`src/rtl/mips32_boot_loader.sv`:
```
// mips32_boot_loader
//
// Receives a framed program image over a valid/ready byte stream and writes it
// into the mips32 instruction memory. The core is released only after the
// whole frame has loaded and its XOR checksum matches.
//
// Frame: [count N][4N data bytes, big-endian words][checksum = XOR of data]
//
// Ports
//   clock, reset_n          single rising-edge clock, synchronous active-low reset
//   in_valid/in_data        upstream byte stream
//   in_ready                byte accepted on edges where in_valid && in_ready
//   imem_we/addr/wdata      registered one-cycle instruction-memory write
//   cpu_run                 high lets the core run
//   done                    sticky: load completed with a good checksum
//   error                   sticky: frame rejected (bad count or checksum)
module mips32_boot_loader #(
  parameter int ADDR_W = 5,
  parameter int DATA_W = 32
) (
  input  logic              clock,
  input  logic              reset_n,
  input  logic              in_valid,
  input  logic [7:0]        in_data,
  output logic              in_ready,
  output logic              imem_we,
  output logic [ADDR_W-1:0] imem_addr,
  output logic [DATA_W-1:0] imem_wdata,
  output logic              cpu_run,
  output logic              done,
  output logic              error
);

  localparam int CW    = ADDR_W + 1;  // one extra bit so N == DEPTH never wraps
  localparam int DEPTH = 2 ** ADDR_W;
  localparam logic [CW-1:0] ONE_W = CW'(1);

  typedef enum logic [2:0] {
    S_IDLE, S_LOAD, S_CHECK, S_RUN, S_ERROR
  } state_t;

  state_t              state_q, state_d;
  logic [CW-1:0]       cnt_q, cnt_d;
  logic [CW-1:0]       word_idx_q, word_idx_d;
  logic [1:0]          byte_idx_q, byte_idx_d;
  logic [7:0]          xor_q, xor_d;
  logic [23:0]         asm_q, asm_d;   // first three bytes of the word in flight
  logic                in_ready_q, in_ready_d;
  logic                we_q, we_d;
  logic [ADDR_W-1:0]   addr_q, addr_d;
  logic [DATA_W-1:0]   wdata_q, wdata_d;
  logic                run_q, run_d;
  logic                err_q, err_d;

  logic                accept;
  logic [31:0]         n_ext;

  assign accept = in_valid && in_ready_q;
  assign n_ext  = {24'd0, in_data};

  always_comb begin
    state_d    = state_q;
    cnt_d      = cnt_q;
    word_idx_d = word_idx_q;
    byte_idx_d = byte_idx_q;
    xor_d      = xor_q;
    asm_d      = asm_q;
    we_d       = 1'b0;
    addr_d     = addr_q;
    wdata_d    = wdata_q;

    case (state_q)
      S_IDLE: begin
        if (accept) begin
          if (n_ext == 32'd0 || n_ext > 32'(DEPTH)) begin
            state_d = S_ERROR;
          end else begin
            cnt_d      = CW'(in_data);
            word_idx_d = '0;
            byte_idx_d = '0;
            xor_d      = '0;
            asm_d      = '0;
            state_d    = S_LOAD;
          end
        end
      end
      S_LOAD: begin
        if (accept) begin
          xor_d      = xor_q ^ in_data;
          asm_d      = {asm_q[15:0], in_data};
          byte_idx_d = byte_idx_q + 2'd1;
          if (byte_idx_q == 2'd3) begin
            we_d       = 1'b1;
            addr_d     = word_idx_q[ADDR_W-1:0];
            wdata_d    = {asm_q, in_data};
            word_idx_d = word_idx_q + ONE_W;
            if (word_idx_q + ONE_W == cnt_q) state_d = S_CHECK;
          end
        end
      end
      S_CHECK: begin
        if (accept) state_d = (in_data == xor_q) ? S_RUN : S_ERROR;
      end
      default: ;  // RUN and ERROR are terminal until reset
    endcase

    // Outputs are registered from the next state so they change the cycle
    // after the deciding byte is accepted.
    in_ready_d = (state_d == S_IDLE) || (state_d == S_LOAD) || (state_d == S_CHECK);
    run_d      = (state_d == S_RUN);
    err_d      = (state_d == S_ERROR);
  end

  always_ff @(posedge clock) begin
    if (!reset_n) begin
      state_q    <= S_IDLE;
      cnt_q      <= '0;
      word_idx_q <= '0;
      byte_idx_q <= '0;
      xor_q      <= '0;
      asm_q      <= '0;
      in_ready_q <= 1'b1;
      we_q       <= 1'b0;
      addr_q     <= '0;
      wdata_q    <= '0;
      run_q      <= 1'b0;
      err_q      <= 1'b0;
    end else begin
      state_q    <= state_d;
      cnt_q      <= cnt_d;
      word_idx_q <= word_idx_d;
      byte_idx_q <= byte_idx_d;
      xor_q      <= xor_d;
      asm_q      <= asm_d;
      in_ready_q <= in_ready_d;
      we_q       <= we_d;
      addr_q     <= addr_d;
      wdata_q    <= wdata_d;
      run_q      <= run_d;
      err_q      <= err_d;
    end
  end

  assign in_ready   = in_ready_q;
  assign imem_we    = we_q;
  assign imem_addr  = addr_q;
  assign imem_wdata = wdata_q;
  assign cpu_run    = run_q;
  assign done       = run_q;
  assign error      = err_q;

endmodule

```
`config.mk`:
```
export PLATFORM = sky130hd
export DESIGN_NAME = mips32_boot_loader
export DESIGN_NICKNAME = d
export VERILOG_FILES = /design/src/rtl/mips32_boot_loader.sv
export SDC_FILE = /design/constraint.sdc
export NUM_CORES = 1
export LEC_CHECK = 0
export CAP_MARGIN = 20
export CORE_MARGIN = 3
export CORE_UTILIZATION = 48
export CTS_BUF_LIST = sky130_fd_sc_hd__clkbuf_8
export CTS_CLUSTER_DIAMETER = 200
export CTS_CLUSTER_SIZE = 24
export DETAILED_ROUTE_END_ITERATION = 10
export GPL_TIMING_DRIVEN = 0
export PLACE_DENSITY = 0.78
export REMOVE_ABC_BUFFERS = 1
export SETUP_SLACK_MARGIN = 0.4
export SYNTH_ARGS = -nofsm -noshare
export SYNTH_HDL_FRONTEND = slang
export SYNTH_SLANG_ARGS = --single-unit
export TNS_END_PERCENT = 30
```
`constraint.sdc`:
```
create_clock -name clock -period 3.6 [get_ports clock]
set_clock_uncertainty 0.15 [all_clocks]
set_input_delay 0.54 -clock clock [delete_from_list [all_inputs] [get_ports clock]]
set_output_delay 0.54 -clock clock [all_outputs]
set_load 0.05 [all_outputs]
```
==> results of run 1 <==
## metal layers
metal	up-vias	GRT usage [%]	part of all wire, %
li1	1606	-	-
met1	1485	25.5	44
met2	95	32.1	48
met3	20	3.54	5.1
met4	0	10.4	2.7
met5	-	0	0
## where the power goes
group / switching (uW) / internal (uW) / total [uW]
combinational: 63.7 / 35.2 / 98.9
sequential: 7.24 / 1000 / 1010
clock: 333 / 455 / 788
## sequential cells by signal (all words and copies together) (netlist names)
name	cells
cnt_q	6
xor_q	8
word_idx_q	6
byte_idx_q	2
imem_we	1
asm_q	24
imem_addr	5
state_q	3
cpu_run	1
imem_wdata	32
error	1
in_ready	1
## worst max-delay path, delay by kind of cell, from the launching register on
family | cells | cell delay (ps)
buffers and inverters | 1 | 230
AO/OA/AOI/OAI | 2 | 300
AND/OR/NAND/NOR | 4 | 1630
flip-flops | 1 | 440
## metrics by stage
step                cells  setup TNS [ps]  total power [uW]  utilization, %  hold WS [ps]
detailed placement    581               0              1130            58.3           295
global placement      576          -14580              1120            56.9           291
floorplan             425               0              1080               -           282
global route          597               0              1960            61.6           329
finish                597               0              1890            61.6           303
CTS                   597               0              1910            61.5           306
## kinds of logic after synthesis
kind of cell / count (synthesis)
xor gates and xnor gates: 16
DFF: 90
adders and majority gates: 2
buffers and inverters: 33
and+or+nand+nor: 208
AOI/OAI and AO/OA: 105
## layout by cell type (no fill, tap or decap), types with 2 or more instances in the layout
master | netlist | routed
nand3_1 | 30 | 30
a22oi_1 | 2 | 2
buf_16 | 0 | 2
nand4_1 | 2 | 2
inv_1 | 4 | 4
xor2_1 | 2 | 2
o21ai_0 | 12 | 12
nand3b_1 | 2 | 2
nor2_1 | 30 | 30
xnor2_1 | 14 | 14
nand2_2 | 1 | 2
and2_1 | 5 | 4
o31ai_1 | 2 | 2
clkbuf_8 | 0 | 9
and3_1 | 2 | 2
clkinv_2 | 0 | 3
ha_1 | 2 | 2
clkdlybuf4s50_1 | 0 | 52
a21oi_1 | 80 | 80
nand2_1 | 117 | 116
or3_1 | 2 | 2
buf_6 | 0 | 2
nor3_1 | 4 | 4
dfxtp_1 | 90 | 90
bufinv_16 | 0 | 3
## area by class of cell
| class | instances | area (sq um) |
|---|---|---|
| clock buffer | 9 | 124 |
| clock inverter | 7 | 109 |
| fill | 634 | 2820 |
| inverter | 4 | 15.0 |
| multi-input combinational | 331 | 1720 |
| sequential | 90 | 1800 |
| tap | 99 | 124 |
| timing repair buffer | 57 | 618 |
## path summary, 6_finish.rpt
check             cells after the start  slack, ps  startpoint       endpoint
hold / removal                        2        300   asm_q[18]      asm_q[18]
setup / recovery                      7        690  state_q[0]  word_idx_q[2]
hold reg to reg                       2        300   asm_q[18]      asm_q[18]
setup reg to reg                      7        690  state_q[0]  word_idx_q[2]
## synthesized netlist by cell type (2+ instances only)
cell | n | share of area, %
nand4_1 | 2 | 0.34
nand2_1 | 117 | 12
buf_2 | 9 | 1.2
o31ai_1 | 2 | 0.41
inv_1 | 4 | 0.41
nor3_1 | 4 | 0.55
clkbuf_1 | 16 | 1.6
buf_4 | 3 | 0.61
a21oi_1 | 80 | 11
xor2_1 | 2 | 0.48
nor2_1 | 30 | 3.1
and2_1 | 5 | 0.85
nand3b_1 | 2 | 0.41
and3_1 | 2 | 0.34
a22oi_1 | 2 | 0.41
dfxtp_1 | 90 | 49
o21ai_0 | 12 | 1.6
or3_1 | 2 | 0.34
xnor2_1 | 14 | 3.3
ha_1 | 2 | 0.68
nand3_1 | 30 | 4.1
==> results.yml, run 1 <==
clock_tree:
  cts_buffers: 9
  cts_tree: "built"
  ctsHoldBuffers: 0
  clk_path_buf_depth: 2
  root_buffer: "clkbuf_8"
  htreeDepth: 3
  clk_pin_slew_ps: 90
  postCtsSetupBuffers: 0
  cts_resized: 1
  clk_latency_ps: 350
  clock-sinks: 90
floorplanning:
  dieArea_sq_um: 8710
  ios: 53
  fp.dieH_microns: 93.4
  core_sq_um: 7330
  placementRows: 31
  dieWidth_microns: 93.4
  start_util_pct: 50.0
worst_setup_path:
  crit_fanout: 14
  worstPathCellList: "nor3b_4, buf_6, and3_1, and2_2, nor2_1, o21ai_0, a21oi_1"
  end_kind: "flop"
  crit_path_start_kind: "flop"
  crit_path_top_delay_cell: "nor3b_4"
  critPathMaxStageDelay_ps: 530
  arrival_ps: 2960
  required_ps: 3650
  critical_path_class: "reg2reg"
timing:
  drv_slew: 0
  hold_violations: 0
  min_period_ps: 2910
  rsz0062_at_grt: "false"
  max_freq_mhz: 344
  finalSetupViolations: 0
  worst_slew_pin_slew_ps: 1030
  setup_ws_ps: 695
  relSlewSlack_pct: 31.6
  post-route-period-util_pct: 80.7
pwr:
  p_per_area_nw_per_um2: 420
  p_leak_uw: 0.00149
  ir_drop_mv: 0.278
yosys:
  synth_cells: 454
  ys_ff_latch: 90
  ys.flop_type: "dfxtp_1"
  synth_top_family_by_area: "simple AND/OR/NAND/NOR gates"
  synth_xor_area_share_pct: 3.83
  ys_warn_count: 0
  synth-edff-count: 0
  synth.mux.area_fraction_pct: 0
  yosysUniqueCellTypes: 45
  synth_fa_ha_area_share_pct: 0.683
  synth-compound-area-share_pct: 15.9
  yosys.area_share.simple_pct: 26.4
  async_flop_share_pct: 0
  syn_area_sq_um: 3660
  ys_seq_area_share_pct: 49.2
  syn_area_per_cell_sq_um: 8.07
place:
  placed_cell_area_sq_um: 4270
  hpwl_mm: 5.43
  numPortBuffers: 52
  dp_worst_setup_slack_ps: 222
  gp_congestion: 0.807
final_layout:
  fin_nets: 506
  drive_above_1_share_pct: 6.83
  antennaDiodeCount: 0
  finalInstanceArea_sq_um: 4510
  areaGrowthSynthToFinish_pct: 23.3
outcome:
  status: "completed"
global_routing:
  grt_max_degree: 53
  grt_remaining_overflow: 0
  grt_pass1_wl_mm: 14.2
  antenna_found_initial: 0
  grt_usage_pct: 19.9
  grt_pass1_vias: 3074
job:
  cap_violations: 0
min_path:
  min_path_type: "reg2reg"
routing:
  wl_mm: 7.98
  postRouteAntennaNets: 0
  drt_iter0_markers: 238
  drc_errors: 0
  num_vias: 3206
  drtPass1Iterations: 4
  viasPerCell: 5.37
  post_drt_wl_per_cell_microns: 13.4
Note: power is estimated with default switching activity, not from simulation.
==> run 2, diff against run 1 <==
Settings changed: PLACE_DENSITY 0.78 to 0.81.
Clock period 3.6 ns to 2.4 ns, I/O delays scaled along.
==> run 2 against run 1 <==
- flip-flop and latch count stayed put
- power is 43% higher
- combinational power up 79%
- sequential power is 50% higher
- fmax increased by 39%
- critical endpoint is now word_idx_q[3]
- largest power group unchanged
==> results.yml, run 2 (same netlist as run 1, synthesis figures left out) <==
outcome:
  status: "completed"
min_path:
  min_path_type: "in2reg"
  hp-start: "in_data[1]"
  min_path_cells: 3
  holdPathEnd: "imem_wdata[1]"
worst_setup_path:
  worstReg2RegEnd: "word_idx_q[3]"
  crit_start: "state_q[2]"
  worst_r2r_path_depth: 7
  rr_startpoint: "state_q[2]"
  r2r_slack_ps: 310
  crit_fanout: 23
  crit_path_start_kind: "flop"
  critical_path_class: "reg2reg"
  required_ps: 2530
  arrival_ps: 2210
  end_kind: "flop"
place:
  gp_congestion: 0.829
  numPortBuffers: 52
  hpwl_mm: 5.39
timing:
  tns_ps: 0
  drv_slew: 0
  max_freq_mhz: 479
  worst_slew_pin_slew_ps: 760
  relSlewSlack_pct: 49.3
  min_period_ps: 2090
  hold_violations: 0
  post-route-period-util_pct: 86.9
  finalSetupViolations: 0
  rsz0062_at_grt: "true"
routing:
  post_drt_wl_per_cell_microns: 15.2
  wl_mm: 9.44
  drc_errors: 0
  drt_iter0_markers: 247
  num_vias: 3443
  drtPass1Iterations: 5
  postRouteAntennaNets: 0
  viasPerCell: 5.54
final_layout:
  layout_commonest_cell: "nand2_1"
  areaGrowthSynthToFinish_pct: 30.4
  antennaDiodeCount: 0
  fillers: 575
  largest_reg_flops: 32
  drive_above_1_share_pct: 15.1
  ff_latch_area_sq_um: 1820
  multi_input_area_sq_um: 1860
  fin_nets: 531
  layout_common_cells: "nand2_1 (116), dfxtp_1 (84), a21oi_1 (80)"
global_routing:
  grt_usage_pct: 21.0
  grt_remaining_overflow: 0
  use_met1_pct: 26.3
  grt_pass1_vias: 3092
  grt_use_met2_pct: 34.4
  antenna_found_initial: 0
  met3_usage_pct: 5.71
  grt_busiest_layer: "met2"
  grt_max_degree: 44
  grt_pass1_wl_mm: 14.6
clock_tree:
  root_buffer: "clkbuf_8"
  clock-sinks: 90
  htreeDepth: 3
  cts_buffers: 9
  clk_pin_slew_ps: 80
  clk_path_buf_depth: 2
  clk_latency_ps: 360
  cts_tree: "built"
floorplanning:
  start_util_pct: 50.0
  ios: 53
  core_sq_um: 7330
  dieWidth_microns: 93.4
  fp.dieH_microns: 93.4
  placementRows: 31
  dieArea_sq_um: 8710
pwr:
  p_per_area_nw_per_um2: 567
  ir_drop_mv: 0.319
  p_leak_uw: 0.00163
  report.power.total_uw: 2710
job:
  cap_violations: 0
-- run 2: worst max-delay path by stage --
| stage | to | depth (start not counted) |
|---|---|---|
| after floorplan | word_idx_q[2] | 6 |
| after global placement | word_idx_q[2] | 6 |
| after detailed placement | word_idx_q[4] | 7 |
| after CTS | cpu_run | 7 |
| after global routing | word_idx_q[3] | 7 |
| final | word_idx_q[3] | 7 |
-- run 2: where the power goes --
| part | internal, uW | total [uW] | switching [uW] | leakage (uW) |
|---|---|---|---|---|
| Combinational | 64.1 | 177 | 113 | 0.000801 |
| Clock | 479 | 1020 | 540 | 0.0000953 |
| Sequential | 1500 | 1510 | 12.6 | 0.000729 |
| Total | 2040 | 2710 | 665 | 0.00163 |
-- run 2: final cells by class --
class                           count  share of cell area (%)
Multi-Input combinational cell    333                    38.8
Sequential cell                    90                    38.0
Timing Repair Buffer               80                    16.2
Clock buffer                        9                    2.59
Tap cell                           99                    2.59
Clock inverter                      6                    1.44
Inverter                            4                   0.314
-- run 2: per-layer routing --
metal  share of wire [%]  wire length (microns)  vias up
li1                    -                      -     1662
met1                  41                   3850     1590
met2                  49                   4660      152
met3                 7.0                    657       39
met4                 3.0                    283        0
met5                   0                      0        -
-- run 2: worst max-delay path: stages, from the launching register on --
cell	delay, ps
dfxtp_2	380
nor3b_4	260
buf_8	150
and3_4	250
nand2_8	140
buf_16	200
or3_1	340
a21oi_1	150
-- run 2: what timing repair did --
action                     CTS  global route
buffers inserted            15             8
resized for setup           26            33
hold buffers                 0             0
pin swaps                    6            13
gates cloned                 2             0
setup endpoints to repair  124            92
-- run 2: stage by stage --
step	util, %	cells	cell area, sq um	setup WS (ps)	hold WS (ps)
4_1_cts	63.5	613	4650	201	307
2_1_floorplan	-	425	3530	-699	282
3_5_place_dp	58.1	581	4260	-1020	295
6_report	65.2	621	4780	314	195
3_3_place_gp	56.9	576	4170	-1920	290
5_1_grt	65.2	621	4780	192	209
==> run 3, diff against run 2 <==
Settings changed: MAX_ROUTING_LAYER set to met4.
==> run 3 against run 2 <==
- clock power increased by 4%
- global-route usage increased by 0.53 points
- sequential share of layout area shrank 0.37 points
- routed wire length is 1.1% lower
- cell area increased by 0.97%
- critical path type is now reg2out
- via count shrank 1.3%
==> results.yml, run 3 (same netlist as run 1, synthesis figures left out) <==
place:
  gp_congestion: 0.848
  placed_cells: 581
  numPortBuffers: 52
  dp_worst_setup_slack_ps: -1040
  hpwl_mm: 5.40
worst_setup_path:
  crit_buf_inv: 1
  crit_path_top_delay_cell: "clkdlybuf4s50_1"
  crit_path_start_kind: "flop"
  worstPathCellList: "clkdlybuf4s50_1"
  rr_startpoint: "word_idx_q[0]"
  crit_fanout: 2
  critical_path_class: "reg2out"
  critical-path-top-delay-family: "buffers and inverters"
  critPathMaxStageDelay_ps: 810
  required_ps: 1890
  arrival_ps: 1520
  end_kind: "output port"
  crit_start: "imem_wdata[6]"
timing:
  post-route-period-util_pct: 84.5
  tns_ps: 0
  max_freq_mhz: 493
  setup_ws_ps: 373
  hold_violations: 0
  finalSetupViolations: 0
  min_period_ps: 2030
  worst_slew_pin_slew_ps: 753
  relSlewSlack_pct: 49.7
  drv_slew: 0
  rsz0062_at_grt: "true"
global_routing:
  grt_pass1_wl_mm: 14.5
  grt_remaining_overflow: 0
  antenna_found_initial: 0
  grt_max_degree: 45
  grt_pass1_vias: 3057
  grt_usage_pct: 21.6
routing:
  wl_mm: 9.34
  num_vias: 3397
  postRouteAntennaNets: 0
  drtPass1Iterations: 5
  drc_errors: 0
  drt_iter0_markers: 321
  viasPerCell: 5.46
  post_drt_wl_per_cell_microns: 15.0
clock_tree:
  htreeDepth: 3
  cts_tree: "built"
  cts_buffers: 9
  clock-sinks: 90
  ctsHoldBuffers: 0
  clk_pin_slew_ps: 100
  clk_path_buf_depth: 2
  clk_latency_ps: 370
  root_buffer: "clkbuf_8"
job:
  cap_violations: 0
floorplanning:
  dieArea_sq_um: 8710
  placementRows: 31
  dieWidth_microns: 93.4
  ios: 53
  core_sq_um: 7330
  fp.dieH_microns: 93.4
  start_util_pct: 50.0
final_layout:
  fin_nets: 531
  largest_reg_flops: 32
  ff_latch_area_sq_um: 1820
  instances_no_fill: 622
  fillers: 562
  layout_commonest_cell: "nand2_1"
  multi_input_area_sq_um: 1870
  drive_above_1_share_pct: 14.9
  areaGrowthSynthToFinish_pct: 31.7
  antennaDiodeCount: 0
  layout_common_cells: "nand2_1 (116), dfxtp_1 (84), a21oi_1 (79)"
outcome:
  status: "completed"
pwr:
  ir_drop_mv: 0.309
  p_per_area_nw_per_um2: 567
  p_leak_uw: 0.00168
min_path:
  min_path_type: "in2reg"
  hp-start: "in_data[2]"
run 3: cell types whose count changed in the layout (fill, tap and decap cells not counted), moves of 2 or more:
cell,previous run,this run
o21ai_1,2,4
clkinv_4,3,1
buf_4,22,20
o21ai_0,11,9
run 3: through the flow:
stage	hold WS (ps)	util, %	total power [uW]	area, sq um
final	185	65.8	2730	4820
after global routing	206	65.8	2830	4820
after floorplan	282	-	1630	3530
after global placement	290	56.9	1680	4170
after CTS	307	63.9	2730	4680
after detailed placement	295	58.1	1690	4260
run 3: final timing paths:
path,end,slack (ps),cells past startpoint
worst min register to register,asm_q[19],310,2
worst max-delay path,imem_wdata[6],370,1
worst min-delay path,imem_wdata[2],190,3
worst max register to register,cpu_run,390,6
run 3: where the power goes:
group	switching [uW]	total (uW)	internal (uW)
Clock	566	1060	490
Sequential	12.4	1510	1500
Combinational	107	167	59.7
Total	686	2730	2050
run 3: repair_timing:
item                                    CTS  global route
endpoints found under the setup margin  124            80
pin swaps                                 5            11
cloned                                    4             0
buffers inserted                         12             9
resized for setup                        27            31
run 3: worst register-to-register path, delay by kind of cell (launching register included):
family | cells | cell delay [ps]
XOR/XNOR | 1 | 150
adder cells (fa/ha/maj) | 1 | 250
AND/OR/NAND/NOR | 3 | 710
AO/OA/AOI/OAI | 1 | 330
flip-flops | 1 | 370
run 3: metal layers:
layer | part of all wire [%] | wire (microns) | GRT usage (%)
met5 | 0 | 0 | -
met4 | 1.8 | 169 | 6.96
met3 | 5.5 | 514 | 4.10
met2 | 50 | 4690 | 35.9
met1 | 42 | 3960 | 26.4
run 3: cell type report:
| cell class | instances | area share [%] |
|---|---|---|
| multi-input combinational | 334 | 38.7 |
| sequential | 90 | 37.7 |
| timing repair buffer | 79 | 16.6 |
| clock buffer | 9 | 2.57 |
| tap | 99 | 2.57 |
| clock inverter | 7 | 1.61 |
| inverter | 4 | 0.311 |
